===== src/rtl/mult_rr_scheduler.sv =====
// Round-robin front end for one shared single-cycle signed multiplier.
// Issues registered operands, tags each op with its requester id, and drains the pipe when precision changes.
module mult_rr_scheduler #(
  parameter int NUM_REQ       = 4,
  parameter int MAX_PRECISION = 16,
  parameter int ID_W          = 2
) (
  input  logic                               clk_gate,
  input  logic                               rst_n,
  input  logic [NUM_REQ-1:0]                 req_valid,
  output logic [NUM_REQ-1:0]                 req_ready,
  input  logic [NUM_REQ*MAX_PRECISION-1:0]   req_jia,
  input  logic [NUM_REQ*MAX_PRECISION-1:0]   req_yi,
  input  logic [NUM_REQ*6-1:0]               req_prec,
  output logic                               m_en,
  output logic                               m_valid,
  output logic [MAX_PRECISION-1:0]           m_jia,
  output logic [MAX_PRECISION-1:0]           m_yi,
  output logic [5:0]                         m_precision,
  input  logic [2*MAX_PRECISION-1:0]         m_zi,
  input  logic                               m_ready,
  output logic [NUM_REQ-1:0]                 rsp_valid,
  output logic [2*MAX_PRECISION-1:0]         rsp_zi,
  output logic                               err_spurious,
  output logic [31:0]                        op_count
);

  typedef enum logic [1:0] {IDLE, RUN, SWITCH} state_e;

  state_e                   state_q, state_d;
  logic [ID_W-1:0]          rr_ptr_q;
  logic [5:0]               cur_prec_q, cur_prec_d;
  logic [2:1]               vld_pipe_q;
  logic [2:1][ID_W-1:0]     id_pipe_q;
  logic [MAX_PRECISION-1:0] m_jia_q, m_yi_q;
  logic [5:0]               m_prec_q;
  logic                     err_q;
  logic [31:0]              op_count_q;

  logic                     win_found;
  logic [ID_W-1:0]          win_id;
  logic [5:0]               win_prec;
  logic                     prec_ok, xfer, pipe_empty, rsp_fire;

  // Scan from the highest offset down so the offset closest to rr_ptr wins.
  always_comb begin
    int idx;
    win_found = 1'b0;
    win_id    = '0;
    for (int k = NUM_REQ - 1; k >= 0; k--) begin
      idx = int'(rr_ptr_q) + k;
      if (idx >= NUM_REQ) idx = idx - NUM_REQ;
      if (req_valid[idx]) begin
        win_found = 1'b1;
        win_id    = ID_W'(idx);
      end
    end
  end

  assign win_prec   = req_prec[int'(win_id)*6 +: 6];
  assign prec_ok    = (win_prec == cur_prec_q);
  assign xfer       = win_found && prec_ok && (state_q != SWITCH);
  assign pipe_empty = ~|vld_pipe_q;
  assign rsp_fire   = m_ready && vld_pipe_q[2];

  always_comb begin
    state_d    = state_q;
    cur_prec_d = cur_prec_q;
    case (state_q)
      IDLE, RUN: begin
        if (win_found)       state_d = prec_ok ? RUN : SWITCH;
        else if (pipe_empty) state_d = IDLE;
        else                 state_d = RUN;
      end
      SWITCH: begin
        if (pipe_empty) begin
          if (win_found) begin
            cur_prec_d = win_prec;
            state_d    = RUN;
          end else begin
            state_d = IDLE;
          end
        end
      end
      default: state_d = IDLE;
    endcase
  end

  always_ff @(posedge clk_gate or negedge rst_n) begin
    if (!rst_n) begin
      state_q    <= IDLE;
      rr_ptr_q   <= '0;
      cur_prec_q <= 6'd16;
      vld_pipe_q <= '0;
      id_pipe_q  <= '0;
      m_jia_q    <= '0;
      m_yi_q     <= '0;
      m_prec_q   <= '0;
      err_q      <= 1'b0;
      op_count_q <= '0;
    end else begin
      state_q    <= state_d;
      cur_prec_q <= cur_prec_d;
      vld_pipe_q <= {vld_pipe_q[1], xfer};
      id_pipe_q  <= {id_pipe_q[1], win_id};
      if (xfer) begin
        rr_ptr_q <= (win_id == ID_W'(NUM_REQ - 1)) ? '0 : win_id + 1'b1;
        m_jia_q  <= req_jia[int'(win_id)*MAX_PRECISION +: MAX_PRECISION];
        m_yi_q   <= req_yi[int'(win_id)*MAX_PRECISION +: MAX_PRECISION];
        m_prec_q <= win_prec;
      end
      if (m_ready && !vld_pipe_q[2]) err_q <= 1'b1;
      if (rsp_fire && op_count_q != 32'hFFFF_FFFF) op_count_q <= op_count_q + 32'd1;
    end
  end

  for (genvar i = 0; i < NUM_REQ; i++) begin : g_lane
    assign req_ready[i] = xfer && (win_id == ID_W'(i));
    assign rsp_valid[i] = rsp_fire && (id_pipe_q[2] == ID_W'(i));
  end

  assign m_valid      = vld_pipe_q[1];
  assign m_en         = (|req_valid) || (|vld_pipe_q);
  assign m_jia        = m_jia_q;
  assign m_yi         = m_yi_q;
  assign m_precision  = m_prec_q;
  assign rsp_zi       = rsp_fire ? m_zi : '0;
  assign err_spurious = err_q;
  assign op_count     = op_count_q;

endmodule


===== config.mk =====
export PLATFORM = sky130hd
export DESIGN_NAME = mult_rr_scheduler
export DESIGN_NICKNAME = d
export VERILOG_FILES = /design/src/rtl/mult_rr_scheduler.sv
export SDC_FILE = /design/constraint.sdc
export NUM_CORES = 1
export LEC_CHECK = 0
export ABC_AREA = 1
export BUFFER_PORTS_ARGS = -buffer_cell sky130_fd_sc_hd__buf_2
export CORE_AREA = 2 2 119 121
export CTS_BUF_LIST = sky130_fd_sc_hd__clkbuf_8
export DETAILED_ROUTE_END_ITERATION = 12
export DIE_AREA = 0 0 121 123
export GPL_ROUTABILITY_DRIVEN = 0
export MAX_ROUTING_LAYER = met4
export PLACE_DENSITY = 0.76
export SKIP_LAST_GASP = 1
export SYNTH_ARGS = -nofsm -noshare
export SYNTH_HDL_FRONTEND = slang
export SYNTH_SLANG_ARGS = --single-unit

===== constraint.sdc =====
create_clock -name clk_gate -period 2.8 [get_ports clk_gate]
set_input_delay 0.14 -clock clk_gate [delete_from_list [all_inputs] [get_ports clk_gate]]
set_output_delay 0.14 -clock clk_gate [all_outputs]
set_load 0.05 [all_outputs]

* Yosys cells after proc, flatten, opt, wreduce, memory -nomap -nowiden
Index checks and enable logic that the tools add are counted.
** Word-level totals
- Register bits after elaboration :: 87
- Bits in latches :: 0
- Memory bits (writable) :: 0
- ROM bits :: 0
- Input port bits :: 191
- Output and inout port bits :: 113
- Logic and storage cells :: 99
- Memories :: 0
** Operators by class
- $add $sub $neg :: 9
- Multipliers :: 1
- Divide/modulo/power cells :: 0
- Order comparisons :: 8
- Eq/ne operators :: 12
- Shift operators :: 3
- Muxes and demuxes :: 32
- Bitwise gates (word level) :: 1
- Reductions and logical operators :: 22
** Operator list (number)
- 2-to-1 mux 32 bit :: 5
- less-than comparator 32 x 4 -> 1 bit, second input constant :: 4
- indexed part select 64 x 7 -> 16 bit :: 2
- adder 32 x 1 -> 32 bit, second input constant :: 1
- inequality test 32 bit, second input constant :: 1
- indexed part select 24 x 6 -> 6 bit :: 1
- 2-to-1 mux 2 bit :: 8
- 2-to-1 mux 1 bit :: 14
- logical AND 1 bit :: 13
- subtractor 3 x 3 -> 4 bit, second input constant :: 3
- == test 2 bit, second input constant :: 5
- >= comparator 3 bit, second input constant :: 3
- binary-select mux 1 bit (select 2 bit) :: 4
- adder 2 x 2 -> 3 bit, second input constant :: 2
- == test 2 x 1 -> 1 bit, second input constant :: 3
- == test 6 bit :: 1
- logical NOT 2 bit :: 3
- multiplier 2 x 2 -> 4 bit, second input constant :: 1
- inequality test 2 bit, second input constant :: 2
- one-hot mux 2 bit (2 select lines) :: 1
- OR reduction 2 bit :: 2
- OR reduction 4 bit :: 1
- subtractor 2 x 3 -> 4 bit, second input constant :: 1
- adder 2 x 1 -> 3 bit, second input constant :: 1
- 6 further kinds :: 6

* Logic depth before layout (Yosys ltp)
- Depth after elaboration :: 16
- Gate-level depth with buffers :: 22

* Least setup slack after synthesis
OpenSTA, ideal clock, no wires.
- Kind :: register to output
- From :: reg rr_ptr_q[0]
- To :: out req_ready[0]
- Arrival :: 2.748 ns
- Data required time :: 2.660 ns
- Setup slack :: -0.088 ns
- Stages on the path, launching flop included :: 20
- Path buffers :: 3
- Cells stage by stage :: dfrtp_1 buf_6 inv_4 nand2_1 nand3_1 nand2_1 inv_2 nand3_2 buf_2 nand3_1 nand3_1 nand2_1 nand2_1 nand2_1 nand2_1 nor2_1 and2_4 nand3_4 buf_2 nor2_1
** Between the ends
- Longest elaborated chain between the ends :: 16
- Elaborated cells between the ends (all ways) :: 42
- Those cells by class :: 7 x add/sub; 1 x mul; 4 x order compare; 1 x eq/ne; 1 x shift; 24 x mux; 4 x reduce/logical
** RTL lines
- start: declaration :: RTL line 31 : logic [ID_W-1:0] rr_ptr_q;
- start signal: assignment :: RTL line 107 : rr_ptr_q <= (win_id == ID_W'(NUM_REQ - 1)) ? '0 : win_id + 1'b1;
- adder 2 x 2 -> 3 bit :: RTL line 51 : idx = int'(rr_ptr_q) + k;
- subtractor 3 x 3 -> 4 bit or >= comparator 3 bit (tied branches) :: RTL line 52 : if (idx >= NUM_REQ) idx = idx - NUM_REQ;
- 2-to-1 mux 32 bit :: RTL line 52
- binary-select mux 1 bit (select 2 bit) :: RTL line 53 : if (req_valid[idx]) begin
- 2-to-1 mux 1 bit (implied by the code) (2 in a row) :: RTL line 53
- 2-to-1 mux 2 bit (4 in a row) :: RTL line 53
- multiplier 2 x 2 -> 4 bit :: RTL line 60 : assign win_prec = req_prec[int'(win_id)*6 +: 6];
- indexed part select 24 x 6 -> 6 bit :: RTL line 60
- == test 6 bit :: RTL line 61 : assign prec_ok = (win_prec == cur_prec_q);
- logical AND 1 bit (2 in a row) :: RTL line 62 : assign xfer = win_found && prec_ok && (state_q != SWITCH);
- logical AND 1 bit (*) :: RTL line 118 : assign req_ready[i] = xfer && (win_id == ID_W'(i));
- end: declaration :: RTL line 11 : output logic [NUM_REQ-1:0] req_ready,
Every way passes the cells marked *; elsewhere a longest branch is shown, timed or not. The select of a mux whose other input is x is not followed.

* Worst setup path after layout
- From :: reg rr_ptr_q[1]
- To :: out req_ready[3]
The elaborated chain is that of the path after synthesis.

==> qor.json <==
{
  "worst_setup_path": {
    "startpoint": "rr_ptr_q[1]",
    "r2r-end": "m_jia[2]",
    "rrSetupSlack_ps": -150,
    "kind_of_end_point_of_the_critical_path": "output pin",
    "path_max_fanout": 6,
    "worstSetupStartpointType": "flip-flop",
    "critical_path.most_common_cell": "sky130_fd_sc_hd__nand2_1",
    "worstPathRequired_ps": 2660,
    "setup.worst_path.class": "flip-flop to output pin",
    "worstReg2RegStart": "rr_ptr_q[1]",
    "r2r_worst_path_depth": 22,
    "worstSetupEndpoint": "req_ready[3]",
    "critical_path_arrival_ps": 2880,
    "path_cells": "inv_2 > nand2_1 > nand2_2 > nand2_2 > nand3_2 > nor2_2 > buf_4 > o21ai_4 > nand3_2 > nand2_2 > nand2_1 > nand2_1 > nand2_1 > nor2_2 > and2_4 > nand3_4 > nor2_4 > buf_8",
    "max_stage_delay_ps": 480,
    "slowest_stage": "sky130_fd_sc_hd__dfrtp_2"
  },
  "finish": {
    "register_area_sq_mm": 0.00218,
    "area_of_the_multi_input_gates_sq_mm": 0.00297,
    "fillCellCount": 1300,
    "finish.cell_count_without_fillers": 1321,
    "layout_commonest_cell": "sky130_fd_sc_hd__buf_2",
    "final_cell_mix": "sky130_fd_sc_hd__buf_2, sky130_fd_sc_hd__nand2_1, sky130_fd_sc_hd__nor2_1, sky130_fd_sc_hd__inv_1, sky130_fd_sc_hd__dfrtp_1",
    "area_growth_syn_to_layout_pct": 42.1,
    "final_net_count": 1331,
    "post_route_cells_drive_above_1_share_pct": 36.7
  },
  "grt": {
    "grt_antenna_before_repair": 1,
    "first_pass_grt_wire_length_um": 27700,
    "track_usage_pct": 24.0,
    "grt_max_degree": 88,
    "globalRoute.totalOverflow": 0,
    "vias_in_the_first_global_route": 5909
  },
  "synth": {
    "count_of_flip_flops_with_a_built_in_enable_after_synthesis": 0,
    "postSynthCellCount": 817,
    "postSynthAreaPerCell_sq_um": 6.81,
    "synth_top_area_share_pct": 38.7,
    "post-synth-top-area-cell": "sky130_fd_sc_hd__dfrtp_1",
    "synth.yosys.warnings": 0,
    "synthesized_net_count": 1013,
    "synthArstFlopShare_pct": 100,
    "netlist_top_cells_area": "sky130_fd_sc_hd__dfrtp_1, sky130_fd_sc_hd__nand2_1, sky130_fd_sc_hd__nor2_1",
    "syn_area_sq_mm": 0.00557,
    "synth_seq_cells": 87,
    "ys_dominant_reg_cell": "sky130_fd_sc_hd__dfrtp_1",
    "yosysSeqAreaShare_pct": 39.1,
    "synth.lib_cells_used.distinct": 33
  },
  "sta": {
    "hold_violations": 24,
    "worstMarginPinSlew_ps": 1090,
    "number_of_slew_limit_violations_in_the_final_report": 0,
    "max_clock_freq_mhz": 331,
    "timing.final.crit_period_ps": 3020,
    "finalHoldWorstSlack_ps": -38.3,
    "final.period_utilization_pct": 108,
    "fin_ws_ps": -220,
    "number_of_endpoints_failing_setup_at_the_final_stage": 45,
    "setup_clock_skew_after_layout_ps": 22.8,
    "rsz0062_at_grt": "true",
    "max-slew-margin-rel_pct": 27.3
  },
  "clock_tree": {
    "clockRootBuffer": "sky130_fd_sc_hd__clkbuf_8",
    "clock_tree_from_tritoncts": "yes",
    "ctsHoldBuffers": 0,
    "cts_buffer_depth": 2,
    "cts.reportedPaths.clkPinSlew_ps": 100,
    "h-tree-depth": 3,
    "worstSkewPairLatency_ps": 360,
    "cts_inserted_buffers": 9,
    "cts_num_sinks": 87
  },
  "place": {
    "dp_hpwl_um": 13900,
    "placed_cells_incl_taps": 1289,
    "io_buffer_count": 303,
    "preCtsSetupSlack_ps": -7.86
  },
  "detailed_routing": {
    "detail_route.wirelength_um": 18200,
    "drc_errors": 0,
    "detailroute.via_count": 6474,
    "routedWlPerCell_um": 13.8,
    "detail-route-antenna-nets": 0,
    "detailedRoute.firstPassIterationCount": 5,
    "dr.first_iter.drc_count": 326,
    "drt-vias-per-instance": 4.90
  },
  "pwr": {
    "power.density_mw_per_mm2": 935,
    "p_leak_nw": 4.59,
    "ir_worst_vdd_mv": 0.649
  },
  "outcome": {
    "status": "complete, but fails checks",
    "violations_in_the_final_reports": "hold timing, setup timing"
  },
  "floorplan": {
    "fp.dieW_um": 121,
    "num_io_pins": 304,
    "effective_utilization_at_floorplan_pct": 40.9,
    "core-area_sq_mm": 0.0136,
    "std_cell_rows": 43,
    "dieArea_sq_mm": 0.0149,
    "fp.dieH_um": 123
  },
  "hold_path": {
    "timing.hold.worst.class": "input pin to async pin"
  },
  "job": {
    "drv_cap": 0
  }
}
critical path, delay by kind of cell, from the launching register on:
kind,cells,cell delay (ps)
DFF,1,480
and+or+nand+nor,14,1380
AOI/OAI and AO/OA,1,250
buffers and inverters,3,400
area by class of cell:
| type | instances | area share, % |
|---|---|---|
| flip-flops and latches | 87 | 27.6 |
| clock inverters | 7 | 0.712 |
| well taps | 180 | 2.85 |
| multi-input cells | 588 | 37.5 |
| inverters | 104 | 5.06 |
| repair buffers | 345 | 24.7 |
| diodes | 1 | 0.0316 |
| clock buffers | 9 | 1.57 |
timing repair:
item / CTS / global route
pin swaps: 5 / 12
resized for setup: 26 / 46
endpoints found under the setup margin: 33 / 50
cloned: 0 / 3
buffers inserted: 6 / 6
metrics by stage:
| stage | TNS, ps | instance area (sq um) | power (mW) | util, % |
|---|---|---|---|---|
| 4_1_cts | -635 | 7630 | 7.12 | 56.1 |
| 3_3_place_gp | 0 | 7320 | 6.03 | 53.8 |
| 6_report | -6020 | 7910 | 7.39 | 58.1 |
| 2_1_floorplan | -353 | 5570 | 4.95 | - |
| 3_5_place_dp | -33.4 | 7320 | 6.10 | 53.8 |
| 5_1_grt | -13970 | 7910 | 8.02 | 58.1 |
layer usage:
metal	global-route usage (%)	share of wire [%]	up-vias
li1	-	-	3227
met1	27.7	38	2953
met2	42.8	52	271
met3	4.80	7.8	23
met4	6.47	1.9	0
met5	-	0	-
flip-flops by register name (all words and copies together) (netlist names), 4 cells and up:
signal       flops
m_yi            16
m_jia           16
m_precision      6
cur_prec_q       6
op_count        32
id_pipe_q        4
cell families (layout without fill, tap and decap cells):
kind of cell	Yosys count	count (layout)	share of synthesized area, %
multiplexers	2	2	0.404
other	0	1	0
AO/OA/AOI/OAI	112	112	10.9
AND/OR/NAND/NOR	439	439	32.9
adder cells (fa/ha/maj)	5	5	1.12
flip-flops	87	87	39.1
buffers and inverters	142	465	10.8
XOR/XNOR	30	30	4.72
cells in the mapped netlist (2+ instances only):
cell type / n
sky130_fd_sc_hd__nand2_1: 219
sky130_fd_sc_hd__nor2_1: 128
sky130_fd_sc_hd__inv_1: 99
sky130_fd_sc_hd__dfrtp_1: 86
sky130_fd_sc_hd__o21ai_0: 73
sky130_fd_sc_hd__nand3_1: 44
sky130_fd_sc_hd__o22ai_1: 33
sky130_fd_sc_hd__clkbuf_1: 24
sky130_fd_sc_hd__xor2_1: 20
sky130_fd_sc_hd__nor3_1: 17
sky130_fd_sc_hd__xnor2_1: 10
sky130_fd_sc_hd__nand4_1: 9
sky130_fd_sc_hd__nor4_1: 8
sky130_fd_sc_hd__buf_6: 7
sky130_fd_sc_hd__buf_2: 6
sky130_fd_sc_hd__ha_1: 5
sky130_fd_sc_hd__inv_2: 3
sky130_fd_sc_hd__nand2_2: 3
sky130_fd_sc_hd__nand3b_1: 3
sky130_fd_sc_hd__a21oi_1: 2
sky130_fd_sc_hd__inv_4: 2
sky130_fd_sc_hd__mux2_2: 2
sky130_fd_sc_hd__nand3_2: 2
sky130_fd_sc_hd__nor2_2: 2
sky130_fd_sc_hd__o21ai_1: 2
worst min path at each step:
| stage | startpoint | endpoint | slack (ps) | depth (start not counted) |
|---|---|---|---|---|
| floorplan | rst_n | cur_prec_q[0] | -160 | 0 |
| global placement | id_pipe_q[1] | id_pipe_q[3] | 330 | 0 |
| detailed placement | id_pipe_q[1] | id_pipe_q[3] | 330 | 0 |
| CTS | rst_n | op_count[30] | 8 | 1 |
| global route | m_ready | err_spurious | 50 | 3 |
| finish | rst_n | op_count[30] | -40 | 1 |
power breakdown:
group	switching (mW)	internal [mW]
logic	3.22	1.59
registers	0.204	1.57
clock network	0.486	0.333
Power figures use the tool's default switching activity.
